### src/rtl/charlie_pkg.sv
// Shared definitions for the charlieplex scan sequencer and the charlie driver.
package charlie_pkg;

  // Default geometry of the LED matrix
  localparam int LED_COUNT_DEF = 56;
  localparam int INDEX_W_DEF   = 6;
  localparam int FRAME_W_DEF   = 2;

  // Number of frames in the register-backed frame buffer
  localparam int FRAME_COUNT   = 1 << FRAME_W_DEF;

  // Scan sequencer states
  typedef enum logic [1:0] {
    ST_IDLE  = 2'd0,
    ST_BLANK = 2'd1,
    ST_ON    = 2'd2
  } scan_state_e;

endpackage

### src/rtl/scan_dwell_timer.sv
// 8-bit loadable down-counter shared by the blank and on-time phases.
// Flags zero (terminal count) and one (last blank cycle).
module scan_dwell_timer (
  input  logic       clk,
  input  logic       rst_n,
  input  logic       clear_i,
  input  logic       load_i,
  input  logic [7:0] load_val_i,
  input  logic       dec_i,
  output logic       tc_o,
  output logic       one_o
);

  logic [7:0] cnt_q;
  logic [7:0] cnt_d;

  // Next count: clear wins over load, load wins over decrement; never wraps below 0
  always_comb begin
    cnt_d = cnt_q;
    if (clear_i) begin
      cnt_d = '0;
    end else if (load_i) begin
      cnt_d = load_val_i;
    end else if (dec_i && (cnt_q != '0)) begin
      cnt_d = cnt_q - 8'd1;
    end
  end

  // Counter register
  always_ff @(posedge clk or negedge rst_n) begin
    if (!rst_n) begin
      cnt_q <= '0;
    end else begin
      cnt_q <= cnt_d;
    end
  end

  assign tc_o  = (cnt_q == 8'd0);
  assign one_o = (cnt_q == 8'd1);

endmodule

### src/rtl/charlie_scan_sequencer.sv
// Scan sequencer for the charlieplex LED driver: steps the lit LED index,
// inserts blanking between LEDs, and selects the displayed frame.
module charlie_scan_sequencer
  import charlie_pkg::*;
#(
  parameter int LED_COUNT = LED_COUNT_DEF,
  parameter int INDEX_W   = INDEX_W_DEF,
  parameter int FRAME_W   = FRAME_W_DEF
) (
  input  logic               clk,
  input  logic               rst_n,
  input  logic               enable,
  input  logic [7:0]         dwell,
  input  logic [3:0]         blank,
  input  logic               auto_advance,
  input  logic [FRAME_W-1:0] frame_sel,
  input  logic [FRAME_W-1:0] frame_last,
  input  logic [7:0]         frame_hold,
  output logic [INDEX_W-1:0] charlie_index,
  output logic [FRAME_W-1:0] frame_index,
  output logic               led_active,
  output logic               sweep_done,
  output logic               frame_tick
);

  localparam logic [INDEX_W-1:0] LAST_IDX = INDEX_W'(LED_COUNT - 1);

  scan_state_e        state_q;
  logic [INDEX_W-1:0] index_q;
  logic [FRAME_W-1:0] frame_q;
  logic [FRAME_W-1:0] frame_d;
  logic [7:0]         sweep_q;
  logic [7:0]         sweep_d;
  logic               led_q;
  logic               sweep_done_q;
  logic               frame_tick_q;
  logic               frame_tick_d;

  logic       tmr_tc;
  logic       tmr_one;
  logic       tmr_load;
  logic       tmr_dec;
  logic       tmr_clear;
  logic [7:0] tmr_val;
  logic       start;
  logic       running;
  logic       blank_done;
  logic       on_done;
  logic       wrap;

  // Phase-end detection and timer control; dwell/blank are only sampled on a load
  always_comb begin
    start      = (state_q == ST_IDLE) && enable;
    running    = (state_q != ST_IDLE) && enable;
    blank_done = (state_q == ST_BLANK) && tmr_one;
    on_done    = (state_q == ST_ON) && tmr_tc;
    wrap       = running && on_done && (index_q == LAST_IDX);
    tmr_clear  = !enable;
    tmr_load   = start || (running && (blank_done || on_done));
    tmr_dec    = running && !tmr_load;
    tmr_val    = (blank_done || (blank == 4'd0)) ? dwell : {4'd0, blank};
  end

  scan_dwell_timer u_timer (
    .clk        (clk),
    .rst_n      (rst_n),
    .clear_i    (tmr_clear),
    .load_i     (tmr_load),
    .load_val_i (tmr_val),
    .dec_i      (tmr_dec),
    .tc_o       (tmr_tc),
    .one_o      (tmr_one)
  );

  // Frame selection: manual mode follows frame_sel in IDLE and at each wrap,
  // auto mode advances after frame_hold+1 sweeps
  always_comb begin
    frame_d      = frame_q;
    sweep_d      = sweep_q;
    frame_tick_d = 1'b0;
    if (!auto_advance) begin
      sweep_d = '0;
      if ((state_q == ST_IDLE) || wrap) begin
        frame_d = frame_sel;
      end
      frame_tick_d = (frame_d != frame_q);
    end else if (wrap) begin
      if (sweep_q == frame_hold) begin
        sweep_d      = '0;
        frame_d      = (frame_q >= frame_last) ? '0 : frame_q + 1'b1;
        frame_tick_d = 1'b1;
      end else begin
        sweep_d = sweep_q + 8'd1;
      end
    end
    if (!enable) begin
      sweep_d = '0;
    end
  end

  // Scan FSM with registered outputs
  always_ff @(posedge clk or negedge rst_n) begin
    if (!rst_n) begin
      state_q      <= ST_IDLE;
      index_q      <= '0;
      frame_q      <= '0;
      sweep_q      <= '0;
      led_q        <= 1'b0;
      sweep_done_q <= 1'b0;
      frame_tick_q <= 1'b0;
    end else begin
      frame_q      <= frame_d;
      sweep_q      <= sweep_d;
      frame_tick_q <= frame_tick_d;
      sweep_done_q <= wrap;
      if (!enable) begin
        state_q <= ST_IDLE;
        led_q   <= 1'b0;
      end else begin
        case (state_q)
          ST_IDLE: begin
            if (blank != 4'd0) begin
              state_q <= ST_BLANK;
              led_q   <= 1'b0;
            end else begin
              state_q <= ST_ON;
              led_q   <= 1'b1;
            end
          end
          ST_BLANK: begin
            if (tmr_one) begin
              state_q <= ST_ON;
              led_q   <= 1'b1;
            end
          end
          ST_ON: begin
            if (tmr_tc) begin
              index_q <= (index_q == LAST_IDX) ? '0 : index_q + 1'b1;
              if (blank != 4'd0) begin
                state_q <= ST_BLANK;
                led_q   <= 1'b0;
              end
            end
          end
          default: begin
            state_q <= ST_IDLE;
            led_q   <= 1'b0;
          end
        endcase
      end
    end
  end

  assign charlie_index = index_q;
  assign frame_index   = frame_q;
  assign led_active    = led_q;
  assign sweep_done    = sweep_done_q;
  assign frame_tick    = frame_tick_q;

endmodule

### config.mk
export PLATFORM = sky130hd
export DESIGN_NAME = charlie_scan_sequencer
export DESIGN_NICKNAME = d
export VERILOG_FILES = /design/src/rtl/charlie_pkg.sv /design/src/rtl/scan_dwell_timer.sv /design/src/rtl/charlie_scan_sequencer.sv
export SDC_FILE = /design/constraint.sdc
export NUM_CORES = 1
export LEC_CHECK = 0
export CAP_MARGIN = 25
export CORE_UTILIZATION = 33
export DETAILED_ROUTE_END_ITERATION = 6
export HOLD_SLACK_MARGIN = 0.03
export MAX_ROUTING_LAYER = met4
export PLACE_DENSITY = 0.62
export SYNTH_ARGS = -nofsm -noshare
export SYNTH_HDL_FRONTEND = slang
export SYNTH_SLANG_ARGS = --single-unit
### constraint.sdc
create_clock -name clk -period 4.8 [get_ports clk]
set_input_delay 0.48 -clock clk [delete_from_list [all_inputs] [get_ports clk]]
set_output_delay 0.48 -clock clk [all_outputs]
set_load 0.005 [all_outputs]
### After elaboration in Yosys (flattened, before gate mapping)

Index checks and enable logic that the tools add are counted.

* $add $sub $neg: 4
* mux-type cells: 30
* magnitude comparators: 1
* reduce and logical (&&, ||, !) cells: 23
* equal/unequal tests: 13

Operators with widths (number)
* $mux 8: 8
* $mux 2: 11
* $logic_and 1x1->1: 9
* $add 8x1->8 const B: 1
* $eq 8x1->1 const B: 1
* $eq 8x8->1: 1
* $logic_not 8->1: 1
* $mux 1: 8
* $reduce_bool 8->1: 1
* $sub 8x1->8 const B: 1
* $add 6x1->6 const B: 1
* $eq 6x6->1 const B: 1
* $mux 6: 1
* $ne 3x2->1 const B: 2
* $ne 3x3->1 const B: 2
* $pmux 2 s3: 1
* $reduce_and 3->1: 2
* $logic_not 4->1: 1
* $logic_or 1x1->1: 4
* $ne 2x1->1 const B: 2
* $reduce_bool 4->1: 1
* $ne 3x1->1 const B: 1
* $pmux 1 s3: 1
* $add 2x1->2 const B: 1
* 8 further kinds: 8

* input bits: 28
* flip-flop bits (word level): 29
* logic and storage cells: 79

### Depth between registers and ports, before layout

Gate-level depths: netlist (run 1).

* depth in word-level cells: 11
* mapped depth: 8
* mapped depth without buffers: 7

### By module

From an unflattened synthesis (run 1), not the netlist that was laid out.

* cell total of the unflattened synthesis: 240
* area, all modules: 2139.6 um2

Modules (own cells, without submodules)
* charlie_scan_sequencer: area an instance 1527.7 um2, cells each 173, instances 1
* scan_dwell_timer: area an instance 611.8 um2, cells each 67, instances 1

### Worst setup path after synthesis (run 1)

OpenSTA, ideal clock, no wires.

* path kind: reg2reg
* start point: register u_timer.cnt_q[0]
* end point: register frame_q[1], in the netlist frame_index[1]
* required time: 4679 ps
* path buffers: 0
* cell stages (with the launch flop): 8
* arrival: 2182 ps
* path slack: 2497 ps
* clock period less this slack: 2303 ps
* cell sequence: dfrtp_1 -> inv_1 -> ha_1 -> or3b_2 -> o41a_1 -> nor2_1 -> mux2_2 -> o22a_1

* longest elaborated chain between the ends: 8
* elaborated cells on any way between the ends: 10

Ends and longest elaborated chain
* start: declaration: RTL line scan_dwell_timer.sv:14 `logic [7:0] cnt_q;`
* start signal: assignment: RTL line scan_dwell_timer.sv:34 `cnt_q <= cnt_d;`
* $logic_not 8->1 *: RTL line scan_dwell_timer.sv:38 `assign tc_o = (cnt_q == 8'd0);`
* $logic_and 1x1->1 *: RTL line charlie_scan_sequencer.sv:56 `on_done = (state_q == ST_ON) && tmr_tc;`
* $logic_and 1x1->1 * (2 in series): RTL line charlie_scan_sequencer.sv:57 `wrap = running && on_done && (index_q == LAST_IDX);`
* $logic_or 1x1->1: RTL line charlie_scan_sequencer.sv:83 `if ((state_q == ST_IDLE) || wrap) begin`
* $mux 2: RTL line charlie_scan_sequencer.sv:83
* $mux 2 (2 in series): RTL line charlie_scan_sequencer.sv:81 `if (!auto_advance) begin`
* end signal: assignment: RTL line charlie_scan_sequencer.sv:112 `frame_q <= frame_d;`
* end: declaration: RTL line charlie_scan_sequencer.sv:30 `logic [FRAME_W-1:0] frame_q;`

Mark *: on every way between the ends. The rest lies on a longest branch, timed or not. The select of a mux whose other input is x is not followed.
A chain may end at the register's enable or synchronous reset.

### Worst setup path after layout (run 1)

* start point: register u_timer.cnt_q[0]
* end point: register index_q[5], in the netlist charlie_index[5]

* longest elaborated chain between the ends: 2

Ends and longest elaborated chain
* $logic_not 8->1: RTL line scan_dwell_timer.sv:38
* $reduce_and 3->1 (no line)
* end signal: assignment: RTL line charlie_scan_sequencer.sv:138 `index_q <= (index_q == LAST_IDX) ? '0 : index_q + 1'b1;`
* end: declaration: RTL line charlie_scan_sequencer.sv:29 `logic [INDEX_W-1:0] index_q;`

No other way between the ends.

==> results of run 1 <==
[sequential cells by signal, indices dropped and copies added, names as in the netlist]
| name | cells |
|---|---|
| charlie_index | 6 |
| frame_index | 2 |
| frame_tick | 1 |
| led_active | 1 |
| state_q | 2 |
| sweep_done | 1 |
| sweep_q | 8 |
| u_timer.cnt_q | 8 |
[report_power, final]
group,switching (W),internal (W),total (W)
sequential,0.0000381,0.000272,0.000310
combinational,0.000143,0.000141,0.000284
clock,0.0000943,0.000114,0.000208
[stage by stage]
stage	utilization [%]	cells
after floorplan	-	209
after global placement	42.4	312
after detailed placement	42.4	312
after CTS	43.9	319
after global routing	43.9	319
final	43.9	319
[routing by layer]
metal | global-route usage [%] | share of wire (%)
met1 | 21.0 | 51
met2 | 21.7 | 42
met3 | 3.60 | 4.6
met4 | 6.67 | 2.0
met5 | - | 0
[cells by family (layout without fill, tap and decap cells)]
kind of cell	Yosys count	count (layout)	synth area share, %
buf+inv	21	59	5.09
xor+xnor	15	15	6.85
flops	29	29	37.8
simple gates	71	71	20.4
mux	6	6	3.33
fa+ha+maj	7	7	4.57
compound gates	60	60	22.0
[cells in the final DEF, fill, tap and decap left out, types with 3 or more instances in the layout]
cell / synthesis / routed
nor3_1: 5 / 5
nor4_1: 4 / 4
ha_1: 7 / 7
nand2b_1: 5 / 5
mux2_2: 3 / 3
xnor2_1: 4 / 4
a22oi_1: 4 / 4
mux2i_1: 3 / 3
clkbuf_8: 0 / 6
inv_1: 13 / 13
a21oi_1: 14 / 14
o31ai_1: 4 / 4
o21ai_0: 13 / 13
xor2_1: 11 / 11
nand4_1: 6 / 6
or3_1: 3 / 3
nand3_1: 7 / 7
dfrtp_1: 29 / 29
clkdlybuf4s50_1: 0 / 38
nand2_1: 10 / 10
o22ai_1: 4 / 4
and3_1: 5 / 5
nor2_1: 13 / 13
o21a_1: 3 / 3
[worst register-to-register path, cell delays in order (launching register included)]
cell and delay [ns]:
dfrtp_1 0.45, inv_1 0.12, ha_1 0.18, or3b_2 0.52, nor3_1 0.65, nand4_1 0.24, o31ai_1 0.26
[how the worst max path moves through the flow]
| stage | cells after the start | end | slack, ns | start |
|---|---|---|---|---|
| finish | 6 | charlie_index[5] | 2.30 | u_timer.cnt_q[0] |
| global placement | 6 | frame_index[1] | 2.15 | enable |
| global route | 6 | charlie_index[5] | 2.06 | u_timer.cnt_q[0] |
| floorplan | 7 | frame_index[1] | 2.50 | u_timer.cnt_q[0] |
| detailed placement | 6 | sweep_q[4] | 2.04 | enable |
| CTS | 6 | charlie_index[5] | 2.29 | u_timer.cnt_q[0] |
[final cells by class]
cell class	instances	area, µm²	area share (%)
Clock buffer	7	86.3	3.55
Inverter	13	48.8	2.01
Multi-Input combinational cell	159	1090	45.0
Sequential cell	29	726	29.8
Tap cell	72	90.1	3.70
Timing Repair Buffer	39	388	15.9
==> summary.txt, run 1 <==
Status -> finished, final reports clean
Vias -> 1657
Post-route cell area -> 2430 µm²
PortBufs -> 38
Max_slew headroom -> 49.1%
Initial antenna violation count -> 0
Crit path kind -> flop to flop
Max_cap viols -> 0
CP Buf/Inv Count -> 1
Unrepaired setup endpoints after global routing -> false
Pre-CTS setup slack -> 2.04 ns
Worst hold endpoint -> charlie_index[5]
Worst hold slack -> 0.532 ns
Number of synthesized flops with an enable pin -> 0
Worst reg2reg path endpoint -> charlie_index[5]
Routed WL per cell -> 13.6 µm
DP HPWL -> 3120 µm
Ys async rst share -> 100%
Yosys cell types -> 50
CTS Hold Bufs -> 0
Final Hold Viols -> 0
Crit-path leading delay family -> simple AND/OR/NAND/NOR gates
Clock slew at reported path FFs -> 0.06 ns
Final Net Count -> 282
CP cell instances -> inv_1, ha_1, or3b_2, nor3_1, nand4_1, o31ai_1
Post-Route WL -> 4330 µm
GP Congestion -> 0.814
Avg Inst Size Synth -> 9.18 µm²
CP max FO -> 7
Synth Cell Area -> 1920 µm²
Fin crit share -> 52.1%
Die ar. -> 6120 µm²
Root Buffer -> clkbuf_8
Placed cell areas -> 2350 µm²
Final Max Tran Viols -> 0
First-pass GRT wire length -> 7120 µm
Largest net degree at the start of global routing -> 30
Worst setup margin -> 2.30 ns
Fillcell total -> 564
Synth Flop Type -> dfrtp_1
PwrDens -> 330 nW/µm²
Yosys warnings -> 0
Total Power -> 0.000802 W
First drt pass iteration count -> 4
Critical path required time -> 4.99 ns
Final setup violation count -> 0
Post-route DRC -> 0
Final worst path period need -> 2.50 ns
Post-CTS sizing -> 0
Worst setup SP type -> flop
Yosys top cell area share -> 37.8%
Crit end category -> flop
Register area share after synthesis -> 37.8%
Post-Synthesis Cells -> 209
WP data arrival -> 2.69 ns
CP max stage delay -> 0.65 ns
Worst R2R Setup Slack -> 2.30 ns
FF-to-FF Start -> u_timer.cnt_q[0]
Worst Hold Depth -> 1
Skew final -> 0.00538 ns
Top Ports -> 39
Leakage -> 1.01 nW
Ant. Diodes -> 0
Effective utilization at floorplan -> 34.6%
CTS Buffer Depth -> 2
Clk sinks -> 29
DIE HEIGHT -> 78.2 µm
Hold Crit Class -> flop to flop
GR Util All Layers -> 15.4%
Seq cells post-synth -> 29
Synth cell count leaders -> 29 x dfrtp_1, 14 x a21oi_1, 13 x inv_1, 13 x nor2_1, 13 x o21ai_0
Vias in the first global route -> 1484
Fmax -> 400 MHz
CTS buffer count -> 5
R2R cell count -> 6
Synth area leaders -> dfrtp_1 38%, xor2_1 5.0%, ha_1 4.6%
Count leader, synth -> dfrtp_1
Row cnt -> 27
VDD IR max -> 0.000108 V
CTS H-tree depth -> 2
Core ar. -> 5540 µm²
Post-CTS setup buffer count -> 0
Synthesized Nets -> 244
Setup_tns -> 0 ns
Post-route antenna net violation count -> 0
Die width -> 78.2 µm
Area Growth Syn to Fin -> 26.9%
Worst Hold Launch -> charlie_index[5]
Crit path max-delay cell type -> nor3_1
Share of cells above drive strength 1 -> 7.29%
Slew @ Worst Pin -> 0.757 ns
CTS tree -> built
Area leader, netlist -> dfrtp_1
1st-iter DRT viols -> 75
Clock latency on the worst-skew pair -> 0.28 ns
Grt ovf -> 0
Vias per Instance -> 5.19
Note: power is estimated with default switching activity, not from simulation.
==> run 2: changes to the inputs <==
==> constraint.sdc (replaced) <==
create_clock -name clk -period 2.48 [get_ports clk]
set_input_delay 0.248 -clock clk [delete_from_list [all_inputs] [get_ports clk]]
set_output_delay 0.248 -clock clk [all_outputs]
set_load 0.005 [all_outputs]
==> run 2 against run 1 <==
  * Sequential share of layout area shrank 1.0 points
  * Critical endpoint is now frame_index[1]
  * Sequential cell count stayed put
  * Sequential power rose by 90%
  * Largest cell class unchanged
  * Cell count increased by 3.1%
  * Clock power up 93%
  * Clock skew increased by 0.0022 ns
==> summary.txt, run 2 (synthesis gave the netlist of run 1 again) <==
Routed WL per cell -> 14.0 µm (+2.8%)
CP max stage delay -> 0.51 ns (-0.14 ns)
Critical Path Stages -> 7 (+1)
CP cell instances -> inv_1, ha_1, or3b_2, o41a_1, nor2_1, mux2_2, o22a_1
Most frequent cells in the layout -> 38 x clkdlybuf4s50_1, 29 x dfrtp_1, 14 x a21oi_1
CTS Buffer Depth -> 2 (unchanged)
Crit-path leading delay family -> compound AO/OA/AOI/OAI gates
Worst R2R Setup Slack -> 0.13 ns (-2.17 ns)
Vias in the first global route -> 1649 (+11%)
Post-route cell area -> 2520 µm² (+3.6%)
Final Net Count -> 292 (+3.5%)
Die ar. -> 6120 µm² (unchanged)
Max_slew headroom -> 54.2% (+5.1 points)
CTS tree -> built
GR Util All Layers -> 16.5% (+1.1 points)
Total Power -> 0.00161 W (+100%)
1st-iter DRT viols -> 70 (-6.7%)
Top Ports -> 39 (unchanged)
Crit path kind -> flop to flop
Clock slew at reported path FFs -> 0.07 ns (about the same)
Most common cell after layout, fill and taps aside -> clkdlybuf4s50_1
Clk sinks -> 29 (unchanged)
Setup_tns -> 0 ns (unchanged)
Core ar. -> 5540 µm² (unchanged)
Fmax -> 425 MHz (+6.2%)
CTS H-tree depth -> 2 (unchanged)
DIE HEIGHT -> 78.2 µm (unchanged)
Skew final -> 0.00758 ns (+0.00221 ns)
First-pass GRT wire length -> 7720 µm (+8.4%)
WP data arrival -> 2.52 ns (-0.17 ns)
Crit path max-delay cell type -> or3b_2
Unrepaired setup endpoints after global routing -> false
R2R cell count -> 7 (+1)
Area Growth Syn to Fin -> 31.4%
Grt ovf -> 0 (unchanged)
GP Congestion -> 0.812 (-0.27%)
Initial antenna violation count -> 0 (unchanged)
Slew @ Worst Pin -> 0.686 ns (-0.0707 ns)
Crit end category -> flop
Post-route DRC -> 0 (unchanged)
CTS buffer count -> 5 (unchanged)
Post-Route WL -> 4590 µm (+6.0%)
Worst setup SP type -> flop
Ant. Diodes -> 0 (unchanged)
FF-to-FF Start -> u_timer.cnt_q[1]
Final Max Tran Viols -> 0 (unchanged)
Die width -> 78.2 µm (unchanged)
Placed cell areas -> 2420 µm² (+3.2%)
DP HPWL -> 3340 µm (+6.9%)
First drt pass iteration count -> 4 (unchanged)
Status -> finished, final reports clean
Critical path required time -> 2.65 ns (-2.34 ns)
Post-route antenna net violation count -> 0 (unchanged)
Final Hold Viols -> 0 (unchanged)
Worst reg2reg path endpoint -> frame_index[1]
Leakage -> 1.06 nW (+5.4%)
PortBufs -> 38 (unchanged)
Effective utilization at floorplan -> 34.6% (unchanged)
Final worst path period need -> 2.35 ns (-0.146 ns)
Fin crit share -> 94.9% (+43 points)
VDD IR max -> 0.000295 V (+170%)
Final setup violation count -> 0 (unchanged)
Max_cap viols -> 0 (unchanged)
Clock latency on the worst-skew pair -> 0.28 ns (about the same)
Largest net degree at the start of global routing -> 30 (unchanged)
PwrDens -> 640 nW/µm² (+94%)
CTS Hold Bufs -> 0 (unchanged)
Vias -> 1697 (+2.4%)
Vias per Instance -> 5.16 (-0.70%)
CP max FO -> 5 (-2)
Row cnt -> 27 (unchanged)
Share of cells above drive strength 1 -> 10.9% (+3.6 points)
Fin util -> 45.5% (+1.6 points)
Hold Crit Class -> input port to async pin
CP Buf/Inv Count -> 1 (unchanged)
Root Buffer -> clkbuf_8
run 2: cell count changes in the layout (fill, tap and decap cells not counted), sizes merged:
cell	change
buf	+10
run 2: power breakdown:
group          internal (W)  leakage, nW  total, W  switching [W]
Clock              0.000220       0.0443  0.000401       0.000181
Combinational      0.000321        0.629  0.000622       0.000301
Sequential         0.000526        0.389  0.000589      0.0000624
Total               0.00107         1.06   0.00161       0.000545
run 2: stage by stage:
step,instances,worst slack (ns),hold slack [ns]
2_1_floorplan,209,0.177,-0.0476
3_5_place_dp,322,0.133,0.540
4_1_cts,329,0.110,0.373
6_report,329,0.127,0.355
3_3_place_gp,322,0.160,0.530
5_1_grt,329,0.00479,0.399
run 2: what timing repair did:
item / CTS / global route
gates resized for setup: 0 / 1
buffers inserted: 0 / 0
setup endpoints to repair: 0 / 6
run 2: layout make-up:
class                           count  area [µm²]
Clock buffer                        7        86.3
Sequential cell                    29         726
Multi-Input combinational cell    159        1110
Tap cell                           72        90.1
Timing Repair Buffer               49         463
Inverter                           13        48.8
Fill cell                         567        3020
run 2: worst max path at each step:
stage                     start          endpoint  slack, ns
6_report       u_timer.cnt_q[1]    frame_index[1]       0.13
5_1_grt        u_timer.cnt_q[1]    frame_index[1]      0.005
4_1_cts        u_timer.cnt_q[1]  u_timer.cnt_q[6]       0.11
3_5_place_dp   u_timer.cnt_q[1]  u_timer.cnt_q[6]       0.13
3_3_place_gp             enable    frame_index[1]       0.16
2_1_floorplan  u_timer.cnt_q[0]    frame_index[1]       0.18
run 2: routing by layer:
metal | part of all wire [%] | track usage [%] | wire length (µm)
met1 | 50 | 21.7 | 2290
met2 | 45 | 25.1 | 2080
met3 | 3.7 | 3.02 | 170
met4 | 1.0 | 6.11 | 47
met5 | 0 | - | 0
run 2: worst register-to-register path: cells and delay by family (launching register included):
| kind | cells | cell delay [ns] |
|---|---|---|
| AOI/OAI and AO/OA | 2 | 0.63 |
| adders and majority gates | 1 | 0.19 |
| buffers and inverters | 1 | 0.09 |
| DFF | 1 | 0.38 |
| muxes | 1 | 0.34 |
| and+or+nand+nor | 2 | 0.62 |
